**src/rtl/ibex_shadow_stack_ctrl_if.sv**
```systemverilog
`default_nettype none
// ----------------------------------------------------------------------------
// ibex_shadow_stack_ctrl_if : retire-side and shadow-stack-side signal bundle
// Revision: 1.0
// ----------------------------------------------------------------------------
interface ibex_shadow_stack_ctrl_if;
  logic        enable_i;
  logic        instr_valid_i;
  logic [31:0] instr_i;
  logic        is_compressed_i;
  logic [31:0] pc_i;
  logic [31:0] jump_target_i;
  logic        stall_o;
  logic        push_o;
  logic [31:0] push_addr_o;
  logic        pop_o;
  logic [31:0] pop_addr_o;
  logic        stack_error_i;
  logic        clear_alert_i;
  logic        alert_o;

  // Core / shadow-stack side
  modport master (
    output enable_i, instr_valid_i, instr_i, is_compressed_i, pc_i, jump_target_i,
    output stack_error_i, clear_alert_i,
    input  stall_o, push_o, push_addr_o, pop_o, pop_addr_o, alert_o
  );

  // Controller side
  modport slave (
    input  enable_i, instr_valid_i, instr_i, is_compressed_i, pc_i, jump_target_i,
    input  stack_error_i, clear_alert_i,
    output stall_o, push_o, push_addr_o, pop_o, pop_addr_o, alert_o
  );
endinterface
`default_nettype wire

```
**src/rtl/ibex_shadow_stack_ctrl.sv**
```systemverilog
`default_nettype none
// ----------------------------------------------------------------------------
// ibex_shadow_stack_ctrl : call/return classifier and shadow-stack event issuer
// Revision: 1.0
// ----------------------------------------------------------------------------
module ibex_shadow_stack_ctrl #(
  parameter bit          RV32E      = 1'b0,
  parameter int unsigned FIFO_DEPTH = 4
) (
  input  logic                     clk_i,
  input  logic                     rst_ni,
  ibex_shadow_stack_ctrl_if.slave  bus
);
  localparam int unsigned    AW        = $clog2(FIFO_DEPTH);
  localparam logic [AW:0]    STALL_TH  = (AW+1)'(FIFO_DEPTH - 2);
  localparam logic           TYPE_PUSH = 1'b1;
  localparam logic           TYPE_POP  = 1'b0;

  typedef enum logic [0:0] {RUN = 1'b0, HALT = 1'b1} state_e;

  state_e      state, state_next;
  logic [32:0] mem [FIFO_DEPTH];
  logic [AW:0] wptr, rptr, count, wptr_p1;
  logic        empty, stall, accept, err_event, issue;
  logic [1:0]  enq_n, store_n;
  logic [32:0] e0, e1, s0, s1, head;
  logic [31:0] ret_addr;
  logic        rd_link, rs1_link;
  logic        push_q, pop_q, alert_q;
  logic [31:0] push_addr_q, pop_addr_q;
  logic        unused_bits;

  assign unused_bits = ^{bus.instr_i[31:20], RV32E};

  assign count     = wptr - rptr;
  assign wptr_p1   = wptr + (AW+1)'(1);
  assign empty     = (count == '0);
  assign stall     = (state == HALT) || (count > STALL_TH);
  assign accept    = bus.instr_valid_i && bus.enable_i && !stall;
  assign err_event = bus.stack_error_i && (push_q || pop_q);
  assign ret_addr  = bus.pc_i + (bus.is_compressed_i ? 32'd2 : 32'd4);
  assign rd_link   = (bus.instr_i[11:7] == 5'd1) || (bus.instr_i[11:7] == 5'd5);
  assign rs1_link  = (bus.instr_i[19:15] == 5'd1) || (bus.instr_i[19:15] == 5'd5);

  always_comb begin
    enq_n = 2'd0;
    e0    = '0;
    e1    = '0;
    if (accept) begin
      if (bus.instr_i[6:0] == 7'b1101111) begin
        if (rd_link) begin
          enq_n = 2'd1;
          e0    = {TYPE_PUSH, ret_addr};
        end
      end else if (bus.instr_i[6:0] == 7'b1100111 && bus.instr_i[14:12] == 3'b000) begin
        if (rd_link && rs1_link && (bus.instr_i[11:7] != bus.instr_i[19:15])) begin
          // Coroutine swap: validate the old return first, then record the new one
          enq_n = 2'd2;
          e0    = {TYPE_POP, bus.jump_target_i};
          e1    = {TYPE_PUSH, ret_addr};
        end else if (rd_link) begin
          enq_n = 2'd1;
          e0    = {TYPE_PUSH, ret_addr};
        end else if (rs1_link) begin
          enq_n = 2'd1;
          e0    = {TYPE_POP, bus.jump_target_i};
        end
      end
    end
  end

  // An empty FIFO forwards the first new entry straight to the outputs
  assign issue = (state == RUN) && !err_event && (!empty || enq_n != 2'd0);
  assign head  = empty ? e0 : mem[rptr[AW-1:0]];

  always_comb begin
    store_n = enq_n;
    s0      = e0;
    s1      = e1;
    if (empty && enq_n != 2'd0) begin
      store_n = enq_n - 2'd1;
      s0      = e1;
    end
  end

  always_ff @(posedge clk_i) begin
    if (!err_event) begin
      if (store_n != 2'd0) mem[wptr[AW-1:0]]    <= s0;
      if (store_n == 2'd2) mem[wptr_p1[AW-1:0]] <= s1;
    end
  end

  always_ff @(posedge clk_i or negedge rst_ni) begin
    if (!rst_ni) begin
      state <= RUN;
    end else begin
      state <= state_next;
    end
  end

  always_comb begin
    state_next = state;
    case (state)
      RUN:     if (err_event) state_next = HALT;
      HALT:    if (bus.clear_alert_i) state_next = RUN;
      default: state_next = RUN;
    endcase
  end

  always_ff @(posedge clk_i or negedge rst_ni) begin
    if (!rst_ni) begin
      wptr        <= '0;
      rptr        <= '0;
      push_q      <= 1'b0;
      pop_q       <= 1'b0;
      push_addr_q <= '0;
      pop_addr_q  <= '0;
      alert_q     <= 1'b0;
    end else if (err_event) begin
      wptr    <= '0;
      rptr    <= '0;
      push_q  <= 1'b0;
      pop_q   <= 1'b0;
      alert_q <= 1'b1;
    end else begin
      if (bus.clear_alert_i) alert_q <= 1'b0;
      wptr   <= wptr + (AW+1)'(store_n);
      rptr   <= rptr + (AW+1)'(issue && !empty);
      push_q <= issue && (head[32] == TYPE_PUSH);
      pop_q  <= issue && (head[32] == TYPE_POP);
      if (issue && head[32] == TYPE_PUSH) push_addr_q <= head[31:0];
      if (issue && head[32] == TYPE_POP)  pop_addr_q  <= head[31:0];
    end
  end

  assign bus.stall_o     = stall;
  assign bus.push_o      = push_q;
  assign bus.pop_o       = pop_q;
  assign bus.push_addr_o = push_addr_q;
  assign bus.pop_addr_o  = pop_addr_q;
  assign bus.alert_o     = alert_q;
endmodule
`default_nettype wire
```
**src/flat_wrapper.sv**
```systemverilog
// flat-port wrapper written by rule: the top's interface ports become plain ports
module ibex_shadow_stack_ctrl_flat 
#(
  parameter bit          RV32E      = 1'b0,
  parameter int unsigned FIFO_DEPTH = 4
)
  (clk_i, rst_ni, bus_enable_i, bus_instr_valid_i, bus_instr_i, bus_is_compressed_i, bus_pc_i, bus_jump_target_i, bus_stack_error_i, bus_clear_alert_i, bus_stall_o, bus_push_o, bus_push_addr_o, bus_pop_o, bus_pop_addr_o, bus_alert_o);
  ibex_shadow_stack_ctrl_if bus_i ();
  input  logic clk_i;
  input  logic rst_ni;
  input wire logic [$bits(bus_i.enable_i)-1:0] bus_enable_i;
  input wire logic [$bits(bus_i.instr_valid_i)-1:0] bus_instr_valid_i;
  input wire logic [$bits(bus_i.instr_i)-1:0] bus_instr_i;
  input wire logic [$bits(bus_i.is_compressed_i)-1:0] bus_is_compressed_i;
  input wire logic [$bits(bus_i.pc_i)-1:0] bus_pc_i;
  input wire logic [$bits(bus_i.jump_target_i)-1:0] bus_jump_target_i;
  input wire logic [$bits(bus_i.stack_error_i)-1:0] bus_stack_error_i;
  input wire logic [$bits(bus_i.clear_alert_i)-1:0] bus_clear_alert_i;
  output wire logic [$bits(bus_i.stall_o)-1:0] bus_stall_o;
  output wire logic [$bits(bus_i.push_o)-1:0] bus_push_o;
  output wire logic [$bits(bus_i.push_addr_o)-1:0] bus_push_addr_o;
  output wire logic [$bits(bus_i.pop_o)-1:0] bus_pop_o;
  output wire logic [$bits(bus_i.pop_addr_o)-1:0] bus_pop_addr_o;
  output wire logic [$bits(bus_i.alert_o)-1:0] bus_alert_o;
  assign bus_i.enable_i = bus_enable_i;
  assign bus_i.instr_valid_i = bus_instr_valid_i;
  assign bus_i.instr_i = bus_instr_i;
  assign bus_i.is_compressed_i = bus_is_compressed_i;
  assign bus_i.pc_i = bus_pc_i;
  assign bus_i.jump_target_i = bus_jump_target_i;
  assign bus_i.stack_error_i = bus_stack_error_i;
  assign bus_i.clear_alert_i = bus_clear_alert_i;
  assign bus_stall_o = bus_i.stall_o;
  assign bus_push_o = bus_i.push_o;
  assign bus_push_addr_o = bus_i.push_addr_o;
  assign bus_pop_o = bus_i.pop_o;
  assign bus_pop_addr_o = bus_i.pop_addr_o;
  assign bus_alert_o = bus_i.alert_o;
  ibex_shadow_stack_ctrl #(.RV32E(RV32E), .FIFO_DEPTH(FIFO_DEPTH)) u_core (.clk_i(clk_i), .rst_ni(rst_ni), .bus(bus_i));
endmodule
```
**config.mk**
```make
export PLATFORM = sky130hd
export DESIGN_NAME = ibex_shadow_stack_ctrl_flat
export DESIGN_NICKNAME = d
export VERILOG_FILES = /design/src/rtl/ibex_shadow_stack_ctrl_if.sv /design/src/rtl/ibex_shadow_stack_ctrl.sv /design/src/flat_wrapper.sv
export SDC_FILE = /design/constraint.sdc
export NUM_CORES = 1
export LEC_CHECK = 0
export BUFFER_PORTS_ARGS = -buffer_cell sky130_fd_sc_hd__clkbuf_2
export CAP_MARGIN = 20
export CORE_UTILIZATION = 55
export DETAILED_ROUTE_END_ITERATION = 16
export HOLD_SLACK_MARGIN = 0.15
export PLACE_DENSITY = 0.77
export SLEW_MARGIN = 30
export SYNTH_ARGS = -nofsm -noshare
export SYNTH_HDL_FRONTEND = slang
export SYNTH_SLANG_ARGS = --single-unit
export TNS_END_PERCENT = 1
```
**constraint.sdc**
```tcl
create_clock -name clk_i -period 7.44 [get_ports clk_i]
set_input_delay 0.372 -clock clk_i [delete_from_list [all_inputs] [get_ports clk_i]]
set_output_delay 0.372 -clock clk_i [all_outputs]
set_load 0.005 [all_outputs]
```
==> results.txt, run 1 <==
----------------------------------------------------
[Timing]
  Max-slew violation total from the final report ... 0
  Setup Total Neg Slack ... 0 ns
  Final critical-path share of the clock period ... 83.1%
  Fin worst setup slack ... 1.26 ns
  Unrepaired setup endpoints after global routing ... no
  Achievable Freq ... 162 MHz
  Slew at the pin closest to its max-slew limit ... 0.964 ns
  Endpoints failing hold ... 0
  Worst rel slew slack ... 35.7%
  Final setup fails ... 0
  Final clock skew ... 0.0108 ns
  Final critical path time including I/O delays and setup ... 6.18 ns

[Route]
  Routed WL ... 34400 um
  Detail-routed net length per standard cell ... 25.0 um
  Via Count ... 9299
  Residual DRC ... 0
  DRT antenna net count ... 0
  Detailed Routing Iterations Pass 1 ... 6
  Initial drt markers ... 1239
  Via/cell ratio ... 6.75

[Power]
  Sw power ... 1.18 mW
  Maximum ir drop on the vdd rail ... 0.202 mV
  Relative contribution of sequential cells to total power ... 38.9%
  Internal Pwr Total ... 2.33 mW
  Share of power burned in the clock network ... 30.8%
  Combinational Power Share ... 30.3%
  PD cells ... 267 nW/um^2
  PnR Total Power ... 3.52 mW
  Switching part of the total power ... 33.6%
  Static Leakage ... 5.55 nW

[Synthesis]
  Distinct cell type count of the synthesized netlist ... 72
  Largest area contributor in the synthesized netlist ... edfxtp_1
  Combined area of all synthesized cells ... 11300 um^2
  Predominant post-synthesis flop cell ... edfxtp_1
  Fraction of post-synthesis cell area in the top cell type by area ... 35.1%
  Mean area per synthesized cell ... 12.0 um^2
  Portion of the post-synthesis area used by sequential elements ... 51.6%
  Leading cell types by total area after synthesis ... edfxtp_1 (35%), dfrtp_1 (16%), mux4_2 (6.6%)
  Post-synthesis sequential element count ... 206
  Synth Net Count ... 1056
  Warning count from the yosys run ... 0
  Async set-reset flop share out of synthesis ... 35.9%
  Number of flops mapped to enable cells by yosys ... 132
  Number of cells produced by synthesis ... 943

[Placement]
  DP Cell Count ... 1336
  Port-buffer cells ... 158
  Setup WS pre-CTS ... 1.40 ns
  Half-perimeter wire length after detailed placement ... 23700 um
  Placer Congestion ... 1.01
  Area after detailed placement ... 12400 um^2

[Floorplanning]
  Count of boundary I/O pins ... 171
  Area enclosed by the die boundary ... 21100 um^2
  Core box area ... 20200 um^2
  Initial Util ... 55.9%
  Die outline width ... 145 um
  Num rows ... 52
  Height of the die ... 145 um

[Clock tree]
  Number of clock sinks seen by CTS ... 206
  Insertion delay of the later-clocked pin in the worst-skew pair ... 0.52 ns
  Clock root cell ... clkbuf_16
  Clock-pin slew reported for the worst setup and hold paths after clock tree synthesis ... 0.06 ns
  Clock Path Buffers ... 3
  Post-cts resize count ... 0
  Clock buffers created by TritonCTS ... 22
  TritonCTS clock tree ... built
  H-tree levels ... 1

[Global routing]
  Number of antenna violations at the first check in global routing ... 0
  GR Overflow Total ... 0
  Total GRT Usage ... 33.0%
  Pin count of the biggest net entering global routing ... 75
  Wire length of the first global-routing pass ... 52800 um
  Number of global-route vias before repair ... 9065

[Worst setup path]
  Worst Setup End Kind ... flip-flop
  Critical path class ... reg -> reg
  Reg-to-reg setup timing slack ... 1.26 ns
  Required time at the endpoint of the critical path ... 7.60 ns
  Startpoint type of the worst setup path ... flip-flop
  Path depth of the worst reg2reg path ... 17
  Startpoint of the most critical register-to-register path ... u_core.wptr[0]$_DFF_PN0_
  Biggest fanout along the worst timing path ... 24
  Largest stage delay on the critical path ... 0.72 ns
  Series of cell instances along the critical path ... inv_1 -> ha_1 -> inv_1 -> fa_1 -> xnor3_1 -> or4_1 -> a2111oi_4 -> buf_4 -> inv_4 -> ha_1 -> inv_1 -> and3_1 -> nand4_1 -> o221a_2 -> or2_2 -> o21ai_2 -> buf_4
  Crit path DAT ... 6.34 ns
  Cell with the biggest individual delay on the critical path ... or4_1
  CP most frequent cell ... inv_1
  Worst flop-to-flop path endpoint ... u_core.mem[0][19]$_DFFE_PP_

[Layout]
  Layout Nets ... 1206
  Top library cells by usage in the layout, fill and taps aside ... clkbuf_2 (157), edfxtp_1 (132), dfrtp_1 (73), nand2_1 (63), o22ai_1 (51)
  Final standard cell count with taps included and fillers excluded ... 1378
  Share of cells above drive strength 1 ... 29.2%
  Post-Layout Inst Area ... 13200 um^2
  Layout area overhead ... 16.7%
  Diode count ... 0
  Most common cell after layout, fill and taps aside ... clkbuf_2

[Hold path]
  End point of the most critical hold path ... u_core.mem[2][20]$_DFFE_PP_
  Launch instance of the worst min-delay path ... bus_jump_target_i[20]
  Worst min-delay path class ... in -> reg
  Hold Path Cell Cnt ... 3

[Run status]
  Run status ... finished, final reports clean

[Flow run]
  Max cap viols ... 0

----------------------------------------------------
## metrics by stage
stage	util [%]	hold WS (ns)
4_1_cts	65.2	0.171
5_1_grt	65.3	0.215
3_3_place_gp	61.5	0.464
3_5_place_dp	61.5	0.476
2_1_floorplan	-	0.0764
6_report	65.3	0.179
## cells in the mapped netlist, types with 5 or more instances
master / n
a21o_1: 6
a21oi_1: 35
a22o_1: 7
a31oi_1: 17
a32oi_1: 11
and2_1: 17
and3_1: 12
and4_1: 7
buf_1: 5
buf_2: 10
clkbuf_1: 45
dfrtp_1: 74
edfxtp_1: 132
ha_1: 7
inv_1: 17
mux2_2: 41
mux2i_1: 50
mux4_2: 33
nand2_1: 64
nand3_1: 28
nand4_1: 13
nor2_1: 50
nor3_1: 18
o21ai_0: 39
o22ai_1: 51
o2bb2ai_1: 24
o31ai_1: 10
or3_1: 8
xnor2_1: 17
xor2_1: 18
## cell families after synthesis
logic type / synth area share [%]
AOI/OAI and AO/OA: 15.3
xor gates and xnor gates: 3.13
adders and majority gates: 1.31
buffers and inverters: 2.76
DFF: 51.6
muxes: 15.3
and+or+nand+nor: 10.6
## routing by layer
layer,routed length [um],global-route usage [%]
met5,0,0
met2,15200,50.1
met3,4570,9.03
met4,1280,13.4
met1,13300,44.9
## critical path, delay by kind of cell (launching register included)
kind	cells	cell delay, ns
DFF	1	0.43
adders and majority gates	3	0.81
xor gates and xnor gates	1	0.42
and+or+nand+nor	4	1.87
buffers and inverters	6	1.18
AOI/OAI and AO/OA	3	1.08
## power groups by stage
stage | Clock (mW) | Sequential (mW) | Combinational, mW
after floorplan | 0 | 1.39 | 0.636
after global placement | 0 | 1.39 | 1.02
after detailed placement | 0 | 1.39 | 1.04
after CTS | 1.09 | 1.37 | 1.04
after global routing | 1.13 | 1.38 | 1.15
final | 1.08 | 1.37 | 1.07
## sequential cells by signal (all words and copies together), names as in the netlist
register and cells:
u_core.mem 132, u_core.bus.pop_addr_o 32, u_core.bus.push_addr_o 32, u_core.rptr 3, u_core.wptr 3, u_core.bus.alert_o 1
u_core.bus.pop_o 1, u_core.bus.push_o 1, u_core.state 1
## what timing repair did
| action | in CTS | in global routing |
|---|---|---|
| buffers inserted | 0 | 0 |
| hold buffers | 2 | 0 |
| hold endpoints to repair | 76 | 0 |
| setup endpoints to repair | 0 | 0 |
## final cells by class
| cell class | instances | area [um^2] |
|---|---|---|
| flip-flops and latches | 206 | 5820 |
| fillers | 1561 | 7000 |
| well taps | 270 | 338 |
| repair buffers | 186 | 1020 |
| clock buffers | 33 | 677 |
| inverters | 19 | 73.8 |
| clock inverters | 6 | 48.8 |
| multi-input cells | 658 | 5200 |
## worst max-delay path by stage
stage                     slack (ns)                           to                     start  depth (start not counted)
after global routing            0.94  u_core.mem[0][19]$_DFFE_PP_  u_core.wptr[0]$_DFF_PN0_                         17
final                           1.26  u_core.mem[0][19]$_DFFE_PP_  u_core.wptr[0]$_DFF_PN0_                         17
after CTS                       1.36  u_core.mem[0][19]$_DFFE_PP_  u_core.wptr[0]$_DFF_PN0_                         17
after floorplan                 0.87   u_core.mem[0][0]$_DFFE_PP_  u_core.rptr[1]$_DFF_PN0_                         16
after detailed placement        1.40  u_core.mem[0][17]$_DFFE_PP_  u_core.wptr[0]$_DFF_PN0_                         17
after global placement          1.54  u_core.mem[0][23]$_DFFE_PP_  u_core.wptr[0]$_DFF_PN0_                         17
(Power assumes the default switching activity.)
==> inputs of run 2 (changes only) <==
==> constraint.sdc (replaced) <==
create_clock -name clk_i -period 5.98 [get_ports clk_i]
set_input_delay 0.299 -clock clk_i [delete_from_list [all_inputs] [get_ports clk_i]]
set_output_delay 0.299 -clock clk_i [all_outputs]
set_load 0.005 [all_outputs]
==> run 2 against run 1 <==
Against the previous run:
- clock skew increased by 0.011 ns
- sequential share of layout area decreased by 0.53 points
- critical path type unchanged
- die area unchanged
- cell count increased by 0.65%
- combinational power increased by 23%
- total power increased by 26%
- routed wire length about the same
- fmax increased by 11%
==> results.txt, run 2 (same netlist as run 1, synthesis figures left out) <==
----------------------------------------------------
[Layout]
  Post-Layout Inst Area ... 13300 um^2 (+1.2%)
  Share of cells above drive strength 1 ... 29.5% (+0.30 points)
  Layout area overhead ... 18.2%
  Count of filler cells inserted in the layout ... 1559 (-0.13%)
  Diode count ... 0 (unchanged)
  Sequential cell area ... 5820 um^2 (unchanged)
  Largest register FFs ... 132 (unchanged)
  Top library cells by usage in the layout, fill and taps aside ... clkbuf_2 (157), edfxtp_1 (132), dfrtp_1 (73), nand2_1 (64), o22ai_1 (51)
  Multi-input gate area in the final layout ... 5200 um^2 (about the same)
  Most common cell after layout, fill and taps aside ... clkbuf_2
  Final standard cell count with taps included and fillers excluded ... 1387 (+0.65%)
  Layout Nets ... 1214 (+0.66%)

[Timing]
  Final setup fails ... 0 (unchanged)
  Unrepaired setup endpoints after global routing ... no
  Achievable Freq ... 180 MHz (+11%)
  Final critical-path share of the clock period ... 93.0% (+9.9 points)
  Endpoints failing hold ... 0 (unchanged)
  Setup Total Neg Slack ... 0 ns (unchanged)
  Slew at the pin closest to its max-slew limit ... 1.01 ns (+0.0461 ns)
  Worst rel slew slack ... 32.7% (-3.0 points)
  Max-slew violation total from the final report ... 0 (unchanged)
  Final-layout worst hold slack ... 0.237 ns (+0.0583 ns)
  Final critical path time including I/O delays and setup ... 5.56 ns (-0.624 ns)
  Final clock skew ... 0.0215 ns (+0.0106 ns)

[Route]
  Detailed Routing Iterations Pass 1 ... 6 (unchanged)
  Residual DRC ... 0 (unchanged)
  Routed WL ... 34400 um (about the same)
  Via/cell ratio ... 6.74 (-0.15%)
  Via Count ... 9346 (+0.51%)
  DRT antenna net count ... 0 (unchanged)
  Detail-routed net length per standard cell ... 24.8 um (-0.63%)
  Initial drt markers ... 1154 (-6.9%)

[Hold path]
  Worst min-delay path class ... in -> reg

[Clock tree]
  Post-cts resize count ... 0 (unchanged)
  TritonCTS clock tree ... built
  Insertion delay of the later-clocked pin in the worst-skew pair ... 0.52 ns (about the same)
  Post-cts hold buffer count ... 7 (+5)
  H-tree levels ... 1 (unchanged)
  Clock root cell ... clkbuf_16
  Number of clock sinks seen by CTS ... 206 (unchanged)
  Clock-pin slew reported for the worst setup and hold paths after clock tree synthesis ... 0.06 ns (about the same)
  Clock buffers created by TritonCTS ... 22 (unchanged)
  Clock Path Buffers ... 3 (unchanged)
  Buffer count from post-CTS setup fixing ... 0 (unchanged)

[Worst setup path]
  Largest stage delay on the critical path ... 0.72 ns (about the same)
  Critical path class ... reg -> reg
  Startpoint type of the worst setup path ... flip-flop
  Worst Setup End Kind ... flip-flop
  Crit path DAT ... 5.76 ns (-0.58 ns)
  Cell with the biggest individual delay on the critical path ... or4_1
  Series of cell instances along the critical path ... inv_1 -> ha_1 -> inv_1 -> fa_1 -> xnor3_1 -> or4_1 -> a2111oi_4 -> inv_4 -> ha_1 -> nor3_1 -> nand4_1 -> o221a_2 -> or2_2 -> o21ai_2 -> buf_12
  Required time at the endpoint of the critical path ... 6.18 ns (-1.42 ns)
  Biggest fanout along the worst timing path ... 21 (-13%)

[Placement]
  Area after detailed placement ... 12500 um^2 (+0.56%)
  Placer Congestion ... 0.974 (-4.0%)
  DP Cell Count ... 1340 (+0.30%)
  Port-buffer cells ... 158 (unchanged)
  Half-perimeter wire length after detailed placement ... 24100 um (+1.6%)

[Power]
  Static Leakage ... 5.63 nW (+1.4%)
  Maximum ir drop on the vdd rail ... 0.205 mV (+1.1%)
  PnR Total Power ... 4.45 mW (+26%)
  PD cells ... 334 nW/um^2 (+25%)

[Floorplanning]
  Initial Util ... 55.9% (unchanged)
  Count of boundary I/O pins ... 171 (unchanged)
  Num rows ... 52 (unchanged)
  Area enclosed by the die boundary ... 21100 um^2 (unchanged)
  Die outline width ... 145 um (unchanged)
  Height of the die ... 145 um (unchanged)
  Core box area ... 20200 um^2 (unchanged)

[Global routing]
  Total GRT Usage ... 32.6% (-0.38 points)
  GR Overflow Total ... 0 (unchanged)
  Number of antenna violations at the first check in global routing ... 0 (unchanged)
  Wire length of the first global-routing pass ... 51800 um (-1.8%)
  Number of global-route vias before repair ... 8912 (-1.7%)
  Pin count of the biggest net entering global routing ... 75 (unchanged)

[Flow run]
  Max cap viols ... 0 (unchanged)

[Run status]
  Run status ... finished, final reports clean

----------------------------------------------------
-- run 2: layer usage --
metal | up-vias | part of all wire [%] | global-route usage, %
li1 | 4029 | - | -
met1 | 4510 | 39 | 45.1
met2 | 703 | 44 | 49.9
met3 | 104 | 14 | 8.49
met4 | 0 | 3.2 | 11.5
met5 | - | 0 | 0
-- run 2: final cells by class --
| class | count | area share (%) |
|---|---|---|
| timing repair buffer | 194 | 8.51 |
| sequential | 206 | 43.6 |
| tap | 270 | 2.53 |
| clock inverter | 10 | 0.666 |
| clock buffer | 30 | 5.11 |
| multi-input combinational | 658 | 39.0 |
| inverter | 19 | 0.554 |
-- run 2: stage by stage --
| step | utilization (%) | setup WS, ns |
|---|---|---|
| after floorplan | - | -0.594 |
| after global placement | 61.8 | 0.631 |
| after detailed placement | 61.8 | 0.522 |
| after CTS | 66.0 | 0.492 |
| after global routing | 66.1 | 0.273 |
| final | 66.1 | 0.420 |
-- run 2: worst max-delay path, delay by kind of cell (launching register included) --
family          cells  cell delay [ns]
buf+inv             4             0.62
flops               1             0.42
xor+xnor            1             0.41
compound gates      3             1.21
fa+ha+maj           3             0.95
simple gates        4             1.61
-- run 2: report_power, final --
part           total, mW  internal [mW]  leakage (nW)  switching [mW]
Clock               1.42          0.847         0.392           0.574
Combinational       1.32          0.498          2.82           0.824
Sequential          1.70           1.63          2.42          0.0763
-- run 2: path summary, 6_finish.rpt --
check | startpoint | to | slack (ns) | depth (start not counted)
setup / recovery | u_core.wptr[0]$_DFF_PN0_ | u_core.mem[0][19]$_DFFE_PP_ | 0.42 | 15
hold / removal | bus_jump_target_i[21] | u_core.bus.pop_addr_o[21]$_DFFE_PN0P_ | 0.24 | 4
setup reg to reg | u_core.wptr[0]$_DFF_PN0_ | u_core.mem[0][19]$_DFFE_PP_ | 0.42 | 15
hold reg to reg | u_core.bus.pop_addr_o[28]$_DFFE_PN0P_ | u_core.bus.pop_addr_o[28]$_DFFE_PN0P_ | 0.49 | 1
max in group asynchronous | rst_ni | u_core.rptr[0]$_DFF_PN0_ | 5.16 | 2
min in group asynchronous | rst_ni | u_core.bus.pop_o$_DFF_PN0_ | 0.36 | 2
==> inputs of run 3 (changes only) <==
--- a/config.mk
+++ b/config.mk
@@ -9,8 +9,9 @@
 export CAP_MARGIN = 20
 export CORE_UTILIZATION = 55
 export DETAILED_ROUTE_END_ITERATION = 16
+export GPL_ROUTABILITY_DRIVEN = 0
 export HOLD_SLACK_MARGIN = 0.15
-export PLACE_DENSITY = 0.77
+export PLACE_DENSITY = 0.85
 export SLEW_MARGIN = 30
 export SYNTH_ARGS = -nofsm -noshare
 export SYNTH_HDL_FRONTEND = slang
==> run 3 against run 2 <==
Against the previous run:
- sequential power about the same
- design area down 0.58%
- total power down 1.5%
- die area unchanged
- core utilization down 0.38 points
- via count up 3.2%
- first-iteration DRC count up 8.2%
- routed wire length up 3.6%
- clock skew down 0.014 ns
- clock power down 6%
- critical endpoint is now u_core.mem[0][16]$_DFFE_PP_
==> results.txt, run 3 (same netlist as run 1, synthesis figures left out) <==
----------------------------------------------------
[Run status]
  Run status ... finished, final reports clean

[Worst setup path]
  Biggest fanout along the worst timing path ... 23 (+9.5%)
  Count of buffering cells on the critical path with inverters included ... 4 (unchanged)
  Worst Setup End Kind ... flip-flop
  Logic depth of the worst setup path including buffers ... 15 (unchanged)
  Path depth of the worst reg2reg path ... 15 (unchanged)
  Critical path class ... reg -> reg
  Required time at the endpoint of the critical path ... 6.18 ns (about the same)
  Series of cell instances along the critical path ... inv_1 -> ha_1 -> inv_1 -> fa_1 -> xnor3_1 -> or4_1 -> a2111oi_4 -> inv_4 -> ha_1 -> nor3_1 -> nand4_1 -> o221a_2 -> or2_2 -> o21ai_2 -> buf_12
  Startpoint type of the worst setup path ... flip-flop
  Crit path DAT ... 5.79 ns (+0.03 ns)
  Largest stage delay on the critical path ... 0.73 ns (about the same)
  Cell with the biggest individual delay on the critical path ... or4_1
  Top delay family on crit path ... simple AND/OR/NAND/NOR gates

[Route]
  Detailed Routing Iterations Pass 1 ... 9 (+3)
  Residual DRC ... 0 (unchanged)
  Routed length on met2 ... 15500 um (+2.0%)
  Initial drt markers ... 1249 (+8.2%)
  Via/cell ratio ... 6.96 (+3.3%)
  DRT antenna net count ... 0 (unchanged)
  Routed wl met3 ... 5380 um (+14%)
  Via Count ... 9641 (+3.2%)
  Routed metal-1 wire length ... 13000 um (-2.5%)
  Routed WL ... 35700 um (+3.6%)
  Detail-routed net length per standard cell ... 25.8 um (+3.8%)
  Top routing layer used ... met4

[Hold path]
  Hold Path Cell Cnt ... 3 (-1)
  Worst min-delay path class ... in -> reg

[Timing]
  Final-layout worst hold slack ... 0.162 ns (-0.0752 ns)
  Slew at the pin closest to its max-slew limit ... 0.987 ns (-0.0230 ns)
  Final critical-path share of the clock period ... 93.4% (+0.43 points)
  Final critical path time including I/O delays and setup ... 5.59 ns (+0.0256 ns)
  Max-slew violation total from the final report ... 0 (unchanged)
  Endpoints failing hold ... 0 (unchanged)
  Fin worst setup slack ... 0.394 ns (-0.0256 ns)
  Final setup fails ... 0 (unchanged)
  Final clock skew ... 0.00713 ns (-0.0143 ns)
  Unrepaired setup endpoints after global routing ... no
  Achievable Freq ... 179 MHz (-0.46%)
  Worst rel slew slack ... 34.2% (+1.5 points)

[Layout]
  Share of cells above drive strength 1 ... 29.4% (-0.037 points)
  Share of the core filled with cells in the final layout ... 65.7% (-0.38 points)
  Largest register FFs ... 132 (unchanged)
  Diode count ... 0 (unchanged)
  Top library cells by usage in the layout, fill and taps aside ... clkbuf_2 (157), edfxtp_1 (132), dfrtp_1 (73), nand2_1 (64), o22ai_1 (51)
  Layout area overhead ... 17.5%
  Count of filler cells inserted in the layout ... 1480 (-5.1%)
  Most common cell after layout, fill and taps aside ... clkbuf_2
  Layout Nets ... 1213 (-0.082%)

[Global routing]
  Wire length of the first global-routing pass ... 54500 um (+5.2%)
  Number of global-route vias before repair ... 9376 (+5.2%)
  Number of antenna violations at the first check in global routing ... 0 (unchanged)
  GR Overflow Total ... 0 (unchanged)
  Pin count of the biggest net entering global routing ... 75 (unchanged)
  Total GRT Usage ... 34.0% (+1.4 points)

[Clock tree]
  Post-cts resize count ... 0 (unchanged)
  H-tree levels ... 1 (unchanged)
  Clock Path Buffers ... 3 (unchanged)
  Clock-pin slew reported for the worst setup and hold paths after clock tree synthesis ... 0.06 ns (about the same)
  Insertion delay of the later-clocked pin in the worst-skew pair ... 0.51 ns (about the same)
  TritonCTS clock tree ... built
  Clock root cell ... clkbuf_16
  Number of clock sinks seen by CTS ... 206 (unchanged)
  Clock buffers created by TritonCTS ... 21 (-4.5%)

[Floorplanning]
  Num rows ... 52 (unchanged)
  Core box area ... 20200 um^2 (unchanged)
  Count of boundary I/O pins ... 171 (unchanged)
  Initial Util ... 55.9% (unchanged)
  Area enclosed by the die boundary ... 21100 um^2 (unchanged)
  Die outline width ... 145 um (unchanged)
  Height of the die ... 145 um (unchanged)

[Placement]
  Setup WS pre-CTS ... 0.531 ns (+0.00878 ns)
  Half-perimeter wire length after detailed placement ... 24800 um (+3.3%)
  Port-buffer cells ... 158 (unchanged)

[Flow run]
  Max cap viols ... 0 (unchanged)

[Power]
  PD cells ... 331 nW/um^2 (-0.91%)
  Static Leakage ... 5.59 nW (-0.57%)
  Maximum ir drop on the vdd rail ... 0.156 mV (-24%)

----------------------------------------------------
==> run 3: cell types whose count changed in the layout (fill, tap and decap cells not counted) <==
cell | previous run | this run
bufinv_16 | 1 | 0
inv_6 | 0 | 2
clkbuf_16 | 25 | 22
clkbuf_8 | 3 | 8
clkbuf_1 | 0 | 1
buf_4 | 25 | 27
buf_2 | 0 | 1
dlygate4sd3_1 | 7 | 4
nor4_2 | 2 | 1
nor4_1 | 2 | 3
clkinv_8 | 1 | 0
clkinv_2 | 6 | 3
clkbuf_4 | 2 | 0
==> run 3: final cells by class <==
type                       count  area, um^2  share of cell area, %
timing repair buffer         194        1120                   8.49
inverter                      19        73.8                  0.557
multi-input combinational    658        5190                   39.2
clock buffer                  31         664                   5.01
clock inverter                 7        45.0                  0.340
tap                          270         338                   2.55
sequential                   206        5820                   43.9
==> run 3: layer usage <==
| layer | vias up | GRT usage (%) |
|---|---|---|
| li1 | 4036 | - |
| met1 | 4575 | 45.7 |
| met2 | 844 | 51.8 |
| met3 | 186 | 10.4 |
| met4 | 0 | 13.3 |
| met5 | - | 0 |
==> run 3: final timing paths <==
| check | end | startpoint | slack, ns |
|---|---|---|---|
| max | u_core.mem[0][16]$_DFFE_PP_ | u_core.wptr[0]$_DFF_PN0_ | 0.39 |
| min | u_core.mem[2][14]$_DFFE_PP_ | bus_jump_target_i[14] | 0.16 |
| max reg2reg | u_core.mem[0][16]$_DFFE_PP_ | u_core.wptr[0]$_DFF_PN0_ | 0.39 |
| min reg2reg | u_core.bus.pop_addr_o[20]$_DFFE_PN0P_ | u_core.bus.pop_addr_o[20]$_DFFE_PN0P_ | 0.49 |
| max in group asynchronous | u_core.rptr[0]$_DFF_PN0_ | rst_ni | 5.06 |
| min in group asynchronous | u_core.bus.pop_addr_o[14]$_DFFE_PN0P_ | rst_ni | 0.43 |
==> run 3: metrics by stage <==
step	std cells	TNS (ns)	cell area (um^2)	power, mW
after CTS	1385	0	13200	4.34
after global placement	1343	0	12500	2.98
final	1385	0	13300	4.38
after floorplan	943	-78.34	11300	2.52
after global routing	1385	0	13300	4.53
after detailed placement	1343	0	12500	3.02
==> run 3: worst reg2reg max path: stages (launching register included) <==
cell,delay [ns]
dfrtp_1,0.42
inv_1,0.14
ha_1,0.16
inv_1,0.05
fa_1,0.46
xnor3_1,0.42
or4_1,0.73
a2111oi_4,0.43
inv_4,0.13
ha_1,0.34
nor3_1,0.27
nand4_1,0.13
o221a_2,0.40
or2_2,0.52
o21ai_2,0.37
buf_12,0.29
==> run 3: power by group <==
group	internal (mW)	switching (mW)
clock	0.774	0.560
combinational	0.499	0.842
sequential	1.63	0.0792
==> run 3: timing repair <==
item                                   CTS  global route
endpoints found under the hold margin   78             0
hold buffers                             4             0
buffers inserted                         0             0
